<file path="config.mk">
export PLATFORM = sky130hd
export DESIGN_NAME = traffic_sensor_q_flat
export DESIGN_NICKNAME = d
export VERILOG_FILES = /design/src/rtl/traffic_sensor_q_if.sv /design/src/rtl/traffic_sensor_q.sv /design/src/flat_wrapper.sv
export SDC_FILE = /design/constraint.sdc
export NUM_CORES = 1
export LEC_CHECK = 0
export ABC_CLOCK_PERIOD_IN_PS = 5000
export BUFFER_PORTS_ARGS = -buffer_cell sky130_fd_sc_hd__buf_2
export CAP_MARGIN = 20
export CELL_PAD_IN_SITES_DETAIL_PLACEMENT = 2
export CELL_PAD_IN_SITES_GLOBAL_PLACEMENT = 2
export CORE_MARGIN = 10
export CORE_UTILIZATION = 37
export DETAILED_ROUTE_END_ITERATION = 10
export PLACE_DENSITY_LB_ADDON = 0.25
export SLEW_MARGIN = 10
export SYNTH_ARGS = -nofsm -noshare
export SYNTH_HDL_FRONTEND = slang
export SYNTH_HIERARCHICAL = 1
export SYNTH_SLANG_ARGS = --single-unit
</file>
<file path="constraint.sdc">
create_clock -name clk -period 5 [get_ports clk]
set_input_delay 0.75 -clock clk [delete_from_list [all_inputs] [get_ports clk]]
set_output_delay 0.75 -clock clk [all_outputs]
set_load 0.005 [all_outputs]
</file>
<file path="src/rtl/traffic_sensor_q_if.sv">
// Sensor <-> controller/environment bundle for traffic_sensor_q.
// master: drives arrivals and lights; slave: the sensor, returns
// traffic-present flags, queue counts and sticky fault flags.
interface traffic_sensor_q_if #(
    parameter int CNT_W = 4
);
    logic             arr_a;
    logic             arr_b;
    logic [1:0]       la;
    logic [1:0]       lb;
    logic             ta;
    logic             tb;
    logic [CNT_W-1:0] cnt_a;
    logic [CNT_W-1:0] cnt_b;
    logic             ovf_a;
    logic             ovf_b;
    logic             err;

    modport master (
        output arr_a, arr_b, la, lb,
        input  ta, tb, cnt_a, cnt_b, ovf_a, ovf_b, err
    );

    modport slave (
        input  arr_a, arr_b, la, lb,
        output ta, tb, cnt_a, cnt_b, ovf_a, ovf_b, err
    );
endinterface

</file>
<file path="src/rtl/traffic_sensor_q.sv">
// Two-road vehicle queue sensor feeding a traffic light controller.
// Ports: clk, rst (sync, active-low), bus (traffic_sensor_q_if.slave).

// One road: queue counter, departure timer and EMPTY/WAITING/DEPARTING.
// Ports: clk, rst, arr pulse, light code in; cnt and sticky ovf out.
module traffic_sensor_q_road #(
    parameter int CNT_W      = 4,
    parameter int DEP_CYCLES = 3
) (
    input  logic             clk,
    input  logic             rst,
    input  logic             arr,
    input  logic [1:0]       light,
    output logic [CNT_W-1:0] cnt,
    output logic             ovf
);
    typedef enum logic [1:0] {
        EMPTY     = 2'd0,
        WAITING   = 2'd1,
        DEPARTING = 2'd2
    } road_st_e;

    localparam logic [CNT_W-1:0] CNT_MAX  = '1;
    localparam logic [CNT_W-1:0] CNT_ONE  = CNT_W'(1);
    localparam logic [3:0]       TMR_LAST = 4'(DEP_CYCLES - 1);

    road_st_e         state_q, state_d;
    logic [CNT_W-1:0] cnt_q, cnt_d;
    logic [3:0]       tmr_q, tmr_d;
    logic             ovf_q, ovf_d;
    logic             green;
    logic             run;
    logic             dep;

    always_comb begin
        // Only 2'b00 is green; yellow, red and the illegal code all stall.
        green = (light == 2'b00);
        // A non-empty queue under green spends this cycle departing.
        run   = (state_q != EMPTY) && green;
        dep   = run && (tmr_q == TMR_LAST);

        cnt_d = cnt_q;
        ovf_d = ovf_q;
        tmr_d = (run && !dep) ? tmr_q + 4'd1 : 4'd0;

        // Arrival and departure together cancel, so a full queue
        // never loses that arrival.
        if (arr && !dep) begin
            if (cnt_q == CNT_MAX) begin
                ovf_d = 1'b1;
            end else begin
                cnt_d = cnt_q + CNT_ONE;
            end
        end else if (dep && !arr) begin
            cnt_d = cnt_q - CNT_ONE;
        end

        unique case (state_q)
            EMPTY: begin
                state_d = arr ? WAITING : EMPTY;
            end
            WAITING, DEPARTING: begin
                if (cnt_d == '0) begin
                    state_d = EMPTY;
                end else if (green) begin
                    state_d = DEPARTING;
                end else begin
                    state_d = WAITING;
                end
            end
            default: begin
                state_d = EMPTY;
            end
        endcase
    end

    always_ff @(posedge clk) begin
        if (!rst) begin
            state_q <= EMPTY;
            cnt_q   <= '0;
            tmr_q   <= 4'd0;
            ovf_q   <= 1'b0;
        end else begin
            state_q <= state_d;
            cnt_q   <= cnt_d;
            tmr_q   <= tmr_d;
            ovf_q   <= ovf_d;
        end
    end

    assign cnt = cnt_q;
    assign ovf = ovf_q;
endmodule

module traffic_sensor_q #(
    parameter int CNT_W      = 4,
    parameter int DEP_CYCLES = 3
) (
    input  logic                  clk,
    input  logic                  rst,
    traffic_sensor_q_if.slave     bus
);
    logic [CNT_W-1:0] cnt_a_w;
    logic [CNT_W-1:0] cnt_b_w;
    logic             ovf_a_w;
    logic             ovf_b_w;
    logic             err_q, err_d;

    traffic_sensor_q_road #(
        .CNT_W      (CNT_W),
        .DEP_CYCLES (DEP_CYCLES)
    ) u_road_a (
        .clk   (clk),
        .rst   (rst),
        .arr   (bus.arr_a),
        .light (bus.la),
        .cnt   (cnt_a_w),
        .ovf   (ovf_a_w)
    );

    traffic_sensor_q_road #(
        .CNT_W      (CNT_W),
        .DEP_CYCLES (DEP_CYCLES)
    ) u_road_b (
        .clk   (clk),
        .rst   (rst),
        .arr   (bus.arr_b),
        .light (bus.lb),
        .cnt   (cnt_b_w),
        .ovf   (ovf_b_w)
    );

    always_comb begin
        err_d = err_q
              | (bus.la == 2'b11)
              | (bus.lb == 2'b11)
              | ((bus.la == 2'b00) && (bus.lb == 2'b00));
    end

    always_ff @(posedge clk) begin
        if (!rst) begin
            err_q <= 1'b0;
        end else begin
            err_q <= err_d;
        end
    end

    // Presence flags come from the count registers only.
    assign bus.ta    = (cnt_a_w != '0);
    assign bus.tb    = (cnt_b_w != '0);
    assign bus.cnt_a = cnt_a_w;
    assign bus.cnt_b = cnt_b_w;
    assign bus.ovf_a = ovf_a_w;
    assign bus.ovf_b = ovf_b_w;
    assign bus.err   = err_q;
endmodule

</file>
<file path="src/flat_wrapper.sv">
// flat-port wrapper written by rule: the top's interface ports become plain ports
module traffic_sensor_q_flat 
#(
    parameter int CNT_W      = 4,
    parameter int DEP_CYCLES = 3
)
  (clk, rst, bus_arr_a, bus_arr_b, bus_la, bus_lb, bus_ta, bus_tb, bus_cnt_a, bus_cnt_b, bus_ovf_a, bus_ovf_b, bus_err);
  traffic_sensor_q_if #(.CNT_W(CNT_W)) bus_i ();
  input  logic clk;
  input  logic rst;
  input wire logic [$bits(bus_i.arr_a)-1:0] bus_arr_a;
  input wire logic [$bits(bus_i.arr_b)-1:0] bus_arr_b;
  input wire logic [$bits(bus_i.la)-1:0] bus_la;
  input wire logic [$bits(bus_i.lb)-1:0] bus_lb;
  output wire logic [$bits(bus_i.ta)-1:0] bus_ta;
  output wire logic [$bits(bus_i.tb)-1:0] bus_tb;
  output wire logic [$bits(bus_i.cnt_a)-1:0] bus_cnt_a;
  output wire logic [$bits(bus_i.cnt_b)-1:0] bus_cnt_b;
  output wire logic [$bits(bus_i.ovf_a)-1:0] bus_ovf_a;
  output wire logic [$bits(bus_i.ovf_b)-1:0] bus_ovf_b;
  output wire logic [$bits(bus_i.err)-1:0] bus_err;
  assign bus_i.arr_a = bus_arr_a;
  assign bus_i.arr_b = bus_arr_b;
  assign bus_i.la = bus_la;
  assign bus_i.lb = bus_lb;
  assign bus_ta = bus_i.ta;
  assign bus_tb = bus_i.tb;
  assign bus_cnt_a = bus_i.cnt_a;
  assign bus_cnt_b = bus_i.cnt_b;
  assign bus_ovf_a = bus_i.ovf_a;
  assign bus_ovf_b = bus_i.ovf_b;
  assign bus_err = bus_i.err;
  traffic_sensor_q #(.CNT_W(CNT_W), .DEP_CYCLES(DEP_CYCLES)) u_core (.clk(clk), .rst(rst), .bus(bus_i));
endmodule
</file>
==> reports/qor.csv <==
metric,value,unit
status,"complete, no violations",
die height,82.7,um
GR Util All Layers,13.7,%
Initial Utilization,38.9,%
vias in the first global route,1497,
grt ovf,0,
CP max stage delay,0.53,ns
kind of critical path,input pin to flip-flop,
hold-fix buffers at CTS,0,
"Net Count, Synth",182,
setup_tns,0,ns
prevailing post-synth register cell,dfxtp_1,
routed vias/inst,5.80,
die area,6840,sq um
sequential share of the synthesized area,31.6,%
Synth-to-Final Area Change,13.2,%
CTS tree,done,
unrepaired setup endpoints after global routing,false,
Adder-Cell Fraction of Synth Area,10.3,%
CP max-delay cell,nor3_2,
Max Cap Violations,0,
first-pass GRT wire length,7490,um
Worst-path clk slew,0.08,ns
Compound-Gate Fraction of Synth Area,20.6,%
fin worst setup slack,2.69,ns
Post-CTS Setup Bufs,0,
cts repair resizes,0,
Post-Syn Area,1460,sq um
Peak VDD IR,183,uV
Post-synth ARST share,0,%
Post-Synth XOR/XNOR Area,3.61,%
core box area,3740,sq um
achievable frequency,433,MHz
CTS buffer count,3,
flop-to-flop setup slack,2.75,ns
ANT cells,0,
"commonest non-fill, non-tap cell in the layout",dfxtp_1,
Post-layout nets,205,
clk buf depth,2,
final-report hold violation count,0,
H-Tree Depth,1,
Final ANT Viol Nets,0,
residual DRC count,0,
Startpoint Class,input pin,
Lkg Pwr,0.682,nW
Simple-Gate Fraction of Synth Area,29.8,%
dpl ws,2.46,ns
WP data required,5.15,ns
total power,0.416,mW
share of cells above drive strength 1,25.0,%
WHS,0.467,ns
Power per Cell Area,253,nW/um^2
final setup fails,0,
gpl congestion,0.869,
Max-slew headroom,59.6,%
Fillers,451,
initial antenna violation count,0,
Worst Path Max Fanout,8,
synth unique cells,40,
post-DP HPWL,3320,um
post-synthesis mux area share,0,%
critical path endpoint category,flip-flop,
worst slew pin tran,0.603,ns
"Slew Viols, Final",0,
"Cell Chain, Critical Path",buf_2 > nor3_2 > a21oi_1 > or3_1 > a221oi_2 > o31ai_1,
Final Cycle Share,46.1,%
drt first pass iters,4,
Mapped Cells,162,
DR iter-0 viols,65,
vias post-DR,1346,
Clock Tree Root,clkbuf_8,
Routed WL,4310,um
clock net sink count,23,
PortBufs,20,
arrival time worst endpoint,2.46,ns
number of synthesized register bits,23,
worst skew pair latency,0.26,ns
number of synthesized flops with an enable pin,0,
largest net degree at the start of global routing,16,
total I/O pin count,21,
syn_area_per_cell,8.98,sq um
most frequent cells in the layout,"dfxtp_1 (23), buf_2 (20), inv_1 (12), ha_1 (12)",
cell row count,22,
Worst Hold Class,flip-flop to flip-flop,
Syn. warnings,6,
main combinational cell family by area after synthesis,simple AND/OR/NAND/NOR gates,
Tmin final,2.31,ns
die span in x,82.7,um
routed length per instance,18.6,um
final core utilization,44.0,%
clock skew,0.00137,ns
## metrics by stage
step                      cells  cell area [sq um]
after floorplan             162               1460
after global placement      228               1600
after detailed placement    228               1600
after CTS                   232               1650
after global routing        232               1650
final                       232               1650
## worst max-delay path, delay by kind of cell
| family | cells | cell delay, ns |
|---|---|---|
| AO/OA/AOI/OAI | 3 | 0.63 |
| buffers and inverters | 1 | 0.14 |
| AND/OR/NAND/NOR | 2 | 0.94 |
## sequential cells by signal, indices dropped and copies added (netlist names)
| register | flops |
|---|---|
| u_core/u_road_a/cnt | 4 |
| u_core/u_road_a/tmr_q | 4 |
| u_core/u_road_b/cnt | 4 |
| u_core/u_road_b/tmr_q | 4 |
| u_core/u_road_a/state_q | 2 |
| u_core/u_road_b/state_q | 2 |
| u_core/bus.err | 1 |
| u_core/u_road_a/ovf | 1 |
| u_core/u_road_b/ovf | 1 |
## cells in the mapped netlist (4+ instances only)
cell type  number  share of area, %
dfxtp_1        23                32
ha_1           12                10
inv_1          12               3.1
nand3_1        10               3.4
nor2_1         10               2.6
a21oi_1         8               2.8
o21ai_0         8               2.8
nand2_1         6               1.5
or4_1           5               2.6
and3_1          4               1.7
o31ai_1         4               2.1
or3_1           4               1.7
xnor2_1         4               2.4
## cell type report
cell class              count  area, sq um  area share [%]
inverters                  12         45.0            2.74
clock buffers               3         41.3            2.51
flip-flops and latches     23          460            28.0
repair buffers             20          100            6.08
clock inverters             1         5.00           0.304
well taps                  48         60.1            3.65
multi-input cells         125          935            56.8
## cell families (layout without fill, tap and decap cells)
group / Yosys count / count (layout)
AOI/OAI and AO/OA: 40 / 40
xor gates and xnor gates: 6 / 6
adders and majority gates: 12 / 12
buffers and inverters: 14 / 36
DFF: 23 / 23
and+or+nand+nor: 67 / 67
## path summary, 6_finish.rpt
kind,cells after the start,end,start
worst max-delay path,6,u_core/u_road_a/state_q[0],bus_la[1]
worst min-delay path,1,u_core/u_road_a/tmr_q[0],u_core/u_road_a/tmr_q[0]
worst max register to register,7,u_core/u_road_a/state_q[0],u_core/u_road_a/state_q[0]
worst min register to register,1,u_core/u_road_a/tmr_q[0],u_core/u_road_a/tmr_q[0]
## power breakdown
group          switching, mW  leakage [nW]  internal (mW)  total, mW
logic                 0.0532         0.470         0.0408     0.0941
clock network         0.0620        0.0255         0.0557      0.118
registers             0.0118         0.187          0.192      0.204
total                  0.127         0.682          0.289      0.416
## layer usage
| metal | part of all wire, % | global-route usage (%) |
|---|---|---|
| met1 | 45 | 16.5 |
| met2 | 52 | 24.0 |
| met3 | 2.5 | 3.02 |
| met4 | 0.39 | 3.01 |
| met5 | 0 | 0 |
Power figures use the tool's default switching activity.
